`config.mk`:
```
export PLATFORM = sky130hd
export DESIGN_NAME = mtr_pwm_drv_flat
export DESIGN_NICKNAME = d
export VERILOG_FILES = /design/src/rtl/mtr_pwm_drv_if.sv /design/src/rtl/mtr_pwm_drv.sv /design/src/flat_wrapper.sv
export SDC_FILE = /design/constraint.sdc
export NUM_CORES = 1
export LEC_CHECK = 0
export CAP_MARGIN = 20
export CORE_ASPECT_RATIO = 0.9
export CORE_UTILIZATION = 25
export CTS_CLUSTER_SIZE = 20
export DETAILED_ROUTE_END_ITERATION = 8
export PLACE_DENSITY_LB_ADDON = 0.08
export SLEW_MARGIN = 20
export SYNTH_ARGS = -nofsm -noshare
export SYNTH_HDL_FRONTEND = slang
export SYNTH_SLANG_ARGS = --single-unit
```
`constraint.sdc`:
```
create_clock -name clk -period 6.12 [get_ports clk]
set_clock_uncertainty 0.15 [all_clocks]
set_input_delay 1.224 -clock clk [delete_from_list [all_inputs] [get_ports clk]]
set_output_delay 1.224 -clock clk [all_outputs]
set_load 0.01 [all_outputs]
```
`src/rtl/mtr_pwm_drv_if.sv`:
```
// Motor PWM driver bus: speed commands and enable in, bridge PWM legs and
// period-start strobe out.
//   en        drive enable (low forces coast)
//   lft_spd   signed left speed command
//   rght_spd  signed right speed command
//   lft_fwd / lft_rev / rght_fwd / rght_rev   bridge leg PWMs
//   prd_strt  one-cycle strobe marking the first output cycle of a period
interface mtr_pwm_drv_if #(
    parameter int SPD_W = 12
);
    logic             en;
    logic [SPD_W-1:0] lft_spd;
    logic [SPD_W-1:0] rght_spd;
    logic             lft_fwd;
    logic             lft_rev;
    logic             rght_fwd;
    logic             rght_rev;
    logic             prd_strt;

    modport master (
        output en, lft_spd, rght_spd,
        input  lft_fwd, lft_rev, rght_fwd, rght_rev, prd_strt
    );

    modport slave (
        input  en, lft_spd, rght_spd,
        output lft_fwd, lft_rev, rght_fwd, rght_rev, prd_strt
    );
endinterface

```
`src/rtl/mtr_pwm_drv.sv`:
```
// mtr_pwm_drv: converts signed left/right speed commands into PWM pairs for
// two H-bridges. Duty and direction change only at PWM period boundaries, and a
// direction reversal is forced through a coast interval of REV_HOLD periods.
// Ports:
//   clk   system clock
//   rst   asynchronous active-high reset
//   bus   mtr_pwm_drv_if.slave (en, lft_spd, rght_spd in;
//         lft_fwd, lft_rev, rght_fwd, rght_rev, prd_strt out)

// Per-motor channel: direction FSM, duty register and registered PWM legs.
module mtr_pwm_ch #(
    parameter int CNT_W    = 11,
    parameter int REV_HOLD = 2
) (
    input  logic             clk,
    input  logic             rst,
    input  logic             bnd,
    input  logic             en,
    input  logic [CNT_W-1:0] cnt,
    input  logic [CNT_W:0]   spd,
    output logic             fwd,
    output logic             rev
);
    localparam logic [1:0] ST_IDLE = 2'd0;
    localparam logic [1:0] ST_FWD  = 2'd1;
    localparam logic [1:0] ST_REV  = 2'd2;
    localparam logic [1:0] ST_HOLD = 2'd3;

    localparam logic [1:0] DIR_NONE = 2'd0;
    localparam logic [1:0] DIR_FWD  = 2'd1;
    localparam logic [1:0] DIR_REV  = 2'd2;

    localparam int               HW        = (REV_HOLD > 1) ? $clog2(REV_HOLD) : 1;
    localparam logic [HW-1:0]    HOLD_INIT = HW'(REV_HOLD - 1);
    localparam logic [CNT_W-1:0] MAG_MAX   = '1;

    logic [1:0]       st, st_nxt;
    logic [1:0]       dir, dir_nxt, ldir;
    logic [HW-1:0]    hold, hold_nxt;
    logic [CNT_W-1:0] duty, duty_nxt, mag;
    logic [CNT_W:0]   spd_neg;
    logic             is_pos, is_neg, from_idle;

    assign spd_neg = -spd;
    assign is_neg  = spd[CNT_W];
    assign is_pos  = !spd[CNT_W] && (|spd[CNT_W-1:0]);

    // |spd| saturated: the most negative command has no positive twin.
    always_comb begin
        mag = spd[CNT_W-1:0];
        if (is_neg)
            mag = (spd[CNT_W-1:0] == '0) ? MAG_MAX : spd_neg[CNT_W-1:0];
    end

    always_comb begin
        st_nxt    = st;
        dir_nxt   = dir;
        hold_nxt  = hold;
        duty_nxt  = duty;
        from_idle = 1'b0;
        ldir      = dir;
        if (bnd) begin
            if (!en) begin
                st_nxt   = ST_IDLE;
                duty_nxt = '0;
            end else begin
                case (st)
                    ST_IDLE: from_idle = 1'b1;
                    ST_FWD: begin
                        if (is_neg) begin
                            st_nxt   = ST_HOLD;
                            hold_nxt = HOLD_INIT;
                        end else if (!is_pos) begin
                            st_nxt = ST_IDLE;
                        end
                    end
                    ST_REV: begin
                        if (is_pos) begin
                            st_nxt   = ST_HOLD;
                            hold_nxt = HOLD_INIT;
                        end else if (!is_neg) begin
                            st_nxt = ST_IDLE;
                        end
                    end
                    default: begin
                        if (hold != '0) begin
                            hold_nxt = hold - 1'b1;
                        end else begin
                            // Coast served: forget the old direction so any
                            // sign may start straight away.
                            dir_nxt   = DIR_NONE;
                            ldir      = DIR_NONE;
                            from_idle = 1'b1;
                        end
                    end
                endcase
                if (from_idle) begin
                    if (is_pos) begin
                        if (ldir == DIR_REV) begin
                            st_nxt   = ST_HOLD;
                            hold_nxt = HOLD_INIT;
                        end else begin
                            st_nxt = ST_FWD;
                        end
                    end else if (is_neg) begin
                        if (ldir == DIR_FWD) begin
                            st_nxt   = ST_HOLD;
                            hold_nxt = HOLD_INIT;
                        end else begin
                            st_nxt = ST_REV;
                        end
                    end else begin
                        st_nxt = ST_IDLE;
                    end
                end
                if (st_nxt == ST_FWD) dir_nxt = DIR_FWD;
                if (st_nxt == ST_REV) dir_nxt = DIR_REV;
                duty_nxt = (st_nxt == ST_FWD || st_nxt == ST_REV) ? mag : '0;
            end
        end
    end

    always_ff @(posedge clk or posedge rst) begin
        if (rst) begin
            st   <= ST_IDLE;
            dir  <= DIR_NONE;
            hold <= '0;
            duty <= '0;
            fwd  <= 1'b0;
            rev  <= 1'b0;
        end else begin
            st   <= st_nxt;
            dir  <= dir_nxt;
            hold <= hold_nxt;
            duty <= duty_nxt;
            fwd  <= en && (st == ST_FWD) && (cnt < duty);
            rev  <= en && (st == ST_REV) && (cnt < duty);
        end
    end
endmodule

module mtr_pwm_drv #(
    parameter int CNT_W    = 11,
    parameter int REV_HOLD = 2
) (
    input  logic           clk,
    input  logic           rst,
    mtr_pwm_drv_if.slave   bus
);
    localparam int NUM_MTR = 2;

    logic [CNT_W-1:0]              cnt;
    logic                          bnd;
    logic                          armed;
    logic [NUM_MTR-1:0][CNT_W:0]   spd;
    logic [NUM_MTR-1:0]            fwd, rev;

    assign bnd    = &cnt;
    assign spd[0] = bus.lft_spd;
    assign spd[1] = bus.rght_spd;

    // The cnt==0 cycle straight out of reset is not announced: prd_strt marks
    // only periods entered through a boundary, where duties were latched.
    always_ff @(posedge clk or posedge rst) begin
        if (rst) begin
            cnt          <= '0;
            armed        <= 1'b0;
            bus.prd_strt <= 1'b0;
        end else begin
            cnt          <= cnt + 1'b1;
            if (bnd) armed <= 1'b1;
            bus.prd_strt <= armed && (cnt == '0);
        end
    end

    for (genvar g = 0; g < NUM_MTR; g++) begin : g_ch
        mtr_pwm_ch #(.CNT_W(CNT_W), .REV_HOLD(REV_HOLD)) u_ch (
            .clk (clk),
            .rst (rst),
            .bnd (bnd),
            .en  (bus.en),
            .cnt (cnt),
            .spd (spd[g]),
            .fwd (fwd[g]),
            .rev (rev[g])
        );
    end

    assign bus.lft_fwd  = fwd[0];
    assign bus.lft_rev  = rev[0];
    assign bus.rght_fwd = fwd[1];
    assign bus.rght_rev = rev[1];
endmodule

```
`src/flat_wrapper.sv`:
```
// flat-port wrapper written by rule: the top's interface ports become plain ports
module mtr_pwm_drv_flat 
#(
    parameter int CNT_W    = 11,
    parameter int REV_HOLD = 2
)
  (clk, rst, bus_en, bus_lft_spd, bus_rght_spd, bus_lft_fwd, bus_lft_rev, bus_rght_fwd, bus_rght_rev, bus_prd_strt);
  mtr_pwm_drv_if bus_i ();
  input  logic clk;
  input  logic rst;
  input wire logic [$bits(bus_i.en)-1:0] bus_en;
  input wire logic [$bits(bus_i.lft_spd)-1:0] bus_lft_spd;
  input wire logic [$bits(bus_i.rght_spd)-1:0] bus_rght_spd;
  output wire logic [$bits(bus_i.lft_fwd)-1:0] bus_lft_fwd;
  output wire logic [$bits(bus_i.lft_rev)-1:0] bus_lft_rev;
  output wire logic [$bits(bus_i.rght_fwd)-1:0] bus_rght_fwd;
  output wire logic [$bits(bus_i.rght_rev)-1:0] bus_rght_rev;
  output wire logic [$bits(bus_i.prd_strt)-1:0] bus_prd_strt;
  assign bus_i.en = bus_en;
  assign bus_i.lft_spd = bus_lft_spd;
  assign bus_i.rght_spd = bus_rght_spd;
  assign bus_lft_fwd = bus_i.lft_fwd;
  assign bus_lft_rev = bus_i.lft_rev;
  assign bus_rght_fwd = bus_i.rght_fwd;
  assign bus_rght_rev = bus_i.rght_rev;
  assign bus_prd_strt = bus_i.prd_strt;
  mtr_pwm_drv #(.CNT_W(CNT_W), .REV_HOLD(REV_HOLD)) u_core (.clk(clk), .rst(rst), .bus(bus_i));
endmodule
```
==> metrics.md <==
| Metric | Value |
|---|---|
| Status | finished clean |
| Register area | 1230 um^2 |
| CP Class | input port to flop |
| Post-Layout Cell Count | 596 |
| H-Tree Depth | 2 |
| Synthesized Nets | 463 |
| Cells after Synth | 398 |
| PwrDens | 194 nW/um^2 |
| Root Driver | clkbuf_16 |
| Count of antenna-violating nets left after detailed routing | 0 |
| Nets@finish | 492 |
| Commonest cells after routing, fill and taps aside | dfrtp_1, inv_1, ha_1 |
| Latest clock arrival within the worst-skew pair | 300 ps |
| CTS tree | yes |
| Share of the synthesized area in the top cell type | 35.0% |
| WP data arrival | 4480 ps |
| Routed WL | 9110 um |
| Starting DRC count in detailed routing | 130 |
| Max-Cap Viols | 0 |
| Area of the die | 14500 um^2 |
| Antenna diode count | 0 |
| Sink Count | 49 |
| Setup repair after global routing missed its margin | no |
| Cell Area, Synth | 3500 um^2 |
| Die Wd | 127 um |
| Layout cells sized above 1 | 6.07% |
| CP Launch Point | bus_lft_spd[3] |
| Floorplan core area | 13500 um^2 |
| # DRC | 0 |
| Achievable Freq | 0.227 GHz |
| # resized after CTS | 0 |
| DRT Pass-1 Iters | 4 |
| Initial antenna violation count | 0 |
| First-pass GRT wire length | 15400 um |
| Final hold vios | 0 |
| DIE HEIGHT | 114 um |
| Grt total ovfl | 0 |
| VDD IR max | 90.6 uV |
| Critical Path Source Type | input port |
| Dominant cell type by area after synthesis | dfrtp_1 |
| FF-to-FF End | u_core.g_ch[0].u_ch.duty[1] |
| Hold-fix buffers, CTS | 0 |
| Fillers | 1436 |
| Hold Path Origin | u_core.armed |
| Total negative slack | 0 ps |
| Pre-CTS WS | 1400 ps |
| Clock Pin Slew Worst Setup and Hold Paths | 70 ps |
| Post-synth EDFFs | 0 |
| Final Power | 0.000814 W |
| Pins Over Slew Limit | 0 |
| Routability cong. | 0.808 |
| Critical Path RT | 6190 ps |
| Worst Hold Margin | 322 ps |
| Worst r2r src | u_core.g_ch[0].u_ch.st[0] |
| WL/cell | 15.3 um |
| DR vias/cell | 4.94 |
| Ys flop type | dfrtp_1 |
| Slew headroom | 41.1% |
| Global Route Usage Sum | 13.8% |
| Syn. warnings | 0 |
| Via count | 2943 |
| FF-to-FF setup slack | 2890 ps |
| Async SR Flop Fraction | 100% |
| Largest net degree at the start of global routing | 50 |
| Synthesized area per cell | 8.81 um^2 |
| #FFs+latches synth | 49 |
| Hold Path Class | flop to flop |
| Measured slew at the worst slew-check pin | 880 ps |
| Post-DP HPWL | 6890 um |
| Worst R2R Path Depth | 11 |
| Min cycle time layout | 4410 ps |
| Period Utilization, post-route | 72.1% |
| Cell total after placement | 588 |
| Count of cell types in the netlist | 60 |
| CTS Buffer Depth | 2 |
| Port bufs | 31 |
| Final setup margin | 1710 ps |
| CTS buffer count | 5 |
| Most common cell after layout, fill and taps aside | dfrtp_1 |
| CP Max Fanout | 11 |
| Multi-input combinational cell area | 2070 um^2 |
| CP endpoint | u_core.g_ch[0].u_ch.duty[1] |
| Vias in the first global route | 2886 |
| Largest cells by area after synthesis | dfrtp_1, ha_1, inv_1, o21ai_0, nand2_1 |
| Setup violators final | 0 |
| Kind of end point of the critical path | flop |
| I/O Pins | 32 |
| Leakage | 1.86 nW |
| Starting Density | 25.9% |
| Standard-cell row count | 40 |
| Sequential share of the synthesized area | 35.0% |
| Total setup buffers inserted after CTS | 0 |
| Area Overhead vs Synth | 19.6% |
[cell type report]
| cell class | instances | share of cell area (%) |
|---|---|---|
| flip-flops and latches | 49 | 29.3 |
| multi-input cells | 294 | 49.5 |
| inverters | 44 | 3.94 |
| repair buffers | 33 | 7.76 |
| well taps | 168 | 5.01 |
| clock inverters | 3 | 1.55 |
| clock buffers | 5 | 2.99 |
[worst max-delay path: stages]
cell	delay, ps
clkdlybuf4s50_1	490
or4_4	610
or4_4	510
o21ai_2	190
o211ai_2	130
inv_1	70
ha_1	250
nor2_1	600
o221ai_1	260
o21ai_0	130
[logic make-up after synthesis]
logic type                 Yosys count  synth area share, %
adders and majority gates           38                 13.6
xor gates and xnor gates            17                 4.25
buffers and inverters               55                 5.96
DFF                                 49                 35.0
and+or+nand+nor                    126                 19.3
AOI/OAI and AO/OA                  113                 21.9
[power by group]
group | switching [W] | internal (W) | total (W)
combinational | 0.0000603 | 0.0000496 | 0.000110
sequential | 0.00000419 | 0.000329 | 0.000333
clock | 0.000137 | 0.000234 | 0.000371
total | 0.000201 | 0.000613 | 0.000814
[metrics by stage]
stage / utilization (%) / area [um^2]
2_1_floorplan: - / 3500
3_3_place_gp: 29.6 / 4000
3_5_place_dp: 29.6 / 4000
4_1_cts: 31.0 / 4190
5_1_grt: 31.0 / 4190
6_report: 31.0 / 4190
[worst min-delay path by stage]
stage,to,slack [ps],cells after the start
2_1_floorplan,u_core.armed,290,1
5_1_grt,u_core.armed,330,1
6_report,u_core.armed,320,1
4_1_cts,u_core.armed,320,1
3_5_place_dp,u_core.armed,310,1
3_3_place_gp,u_core.armed,300,1
[state kept, by name (all words and copies together) (netlist names)]
| name | flops |
|---|---|
| u_core.g_ch.u_ch.duty | 22 |
| u_core.cnt | 11 |
| u_core.g_ch.u_ch.dir | 4 |
| u_core.g_ch.u_ch.st | 4 |
| u_core.g_ch.u_ch.fwd | 2 |
| u_core.g_ch.u_ch.hold | 2 |
| u_core.g_ch.u_ch.rev | 2 |
| u_core.armed | 1 |
| u_core.bus.prd_strt | 1 |
[synthesized netlist by cell type, drive strengths merged (2+ instances only)]
cell type  number
a31oi           2
o211ai          2
buf             2
xnor2          10
o21ai          33
or3             6
nor2           23
a211o           2
nor2b           3
o311ai          3
or4             5
a32oi           2
nand2          29
and2b           2
o2111ai         2
a211oi          2
a21oi          19
nor3b           4
o41ai           2
xor2            7
nor4            7
a22o            6
o21a            2
or2             4
a21boi          4
inv            44
nand4           5
nand2b         11
dfrtp          49
a221o           5
nor3           12
o22ai           9
o32ai           4
ha             38
o31ai           6
clkbuf          9
nand3          10
[layer usage]
| layer | wire [um] | track usage, % |
|---|---|---|
| met2 | 4090 | 22.4 |
| met4 | 128 | 5.08 |
| met1 | 4620 | 18.4 |
| met3 | 281 | 2.38 |
| met5 | 0 | 0 |
Power figures use the tool's default switching activity.
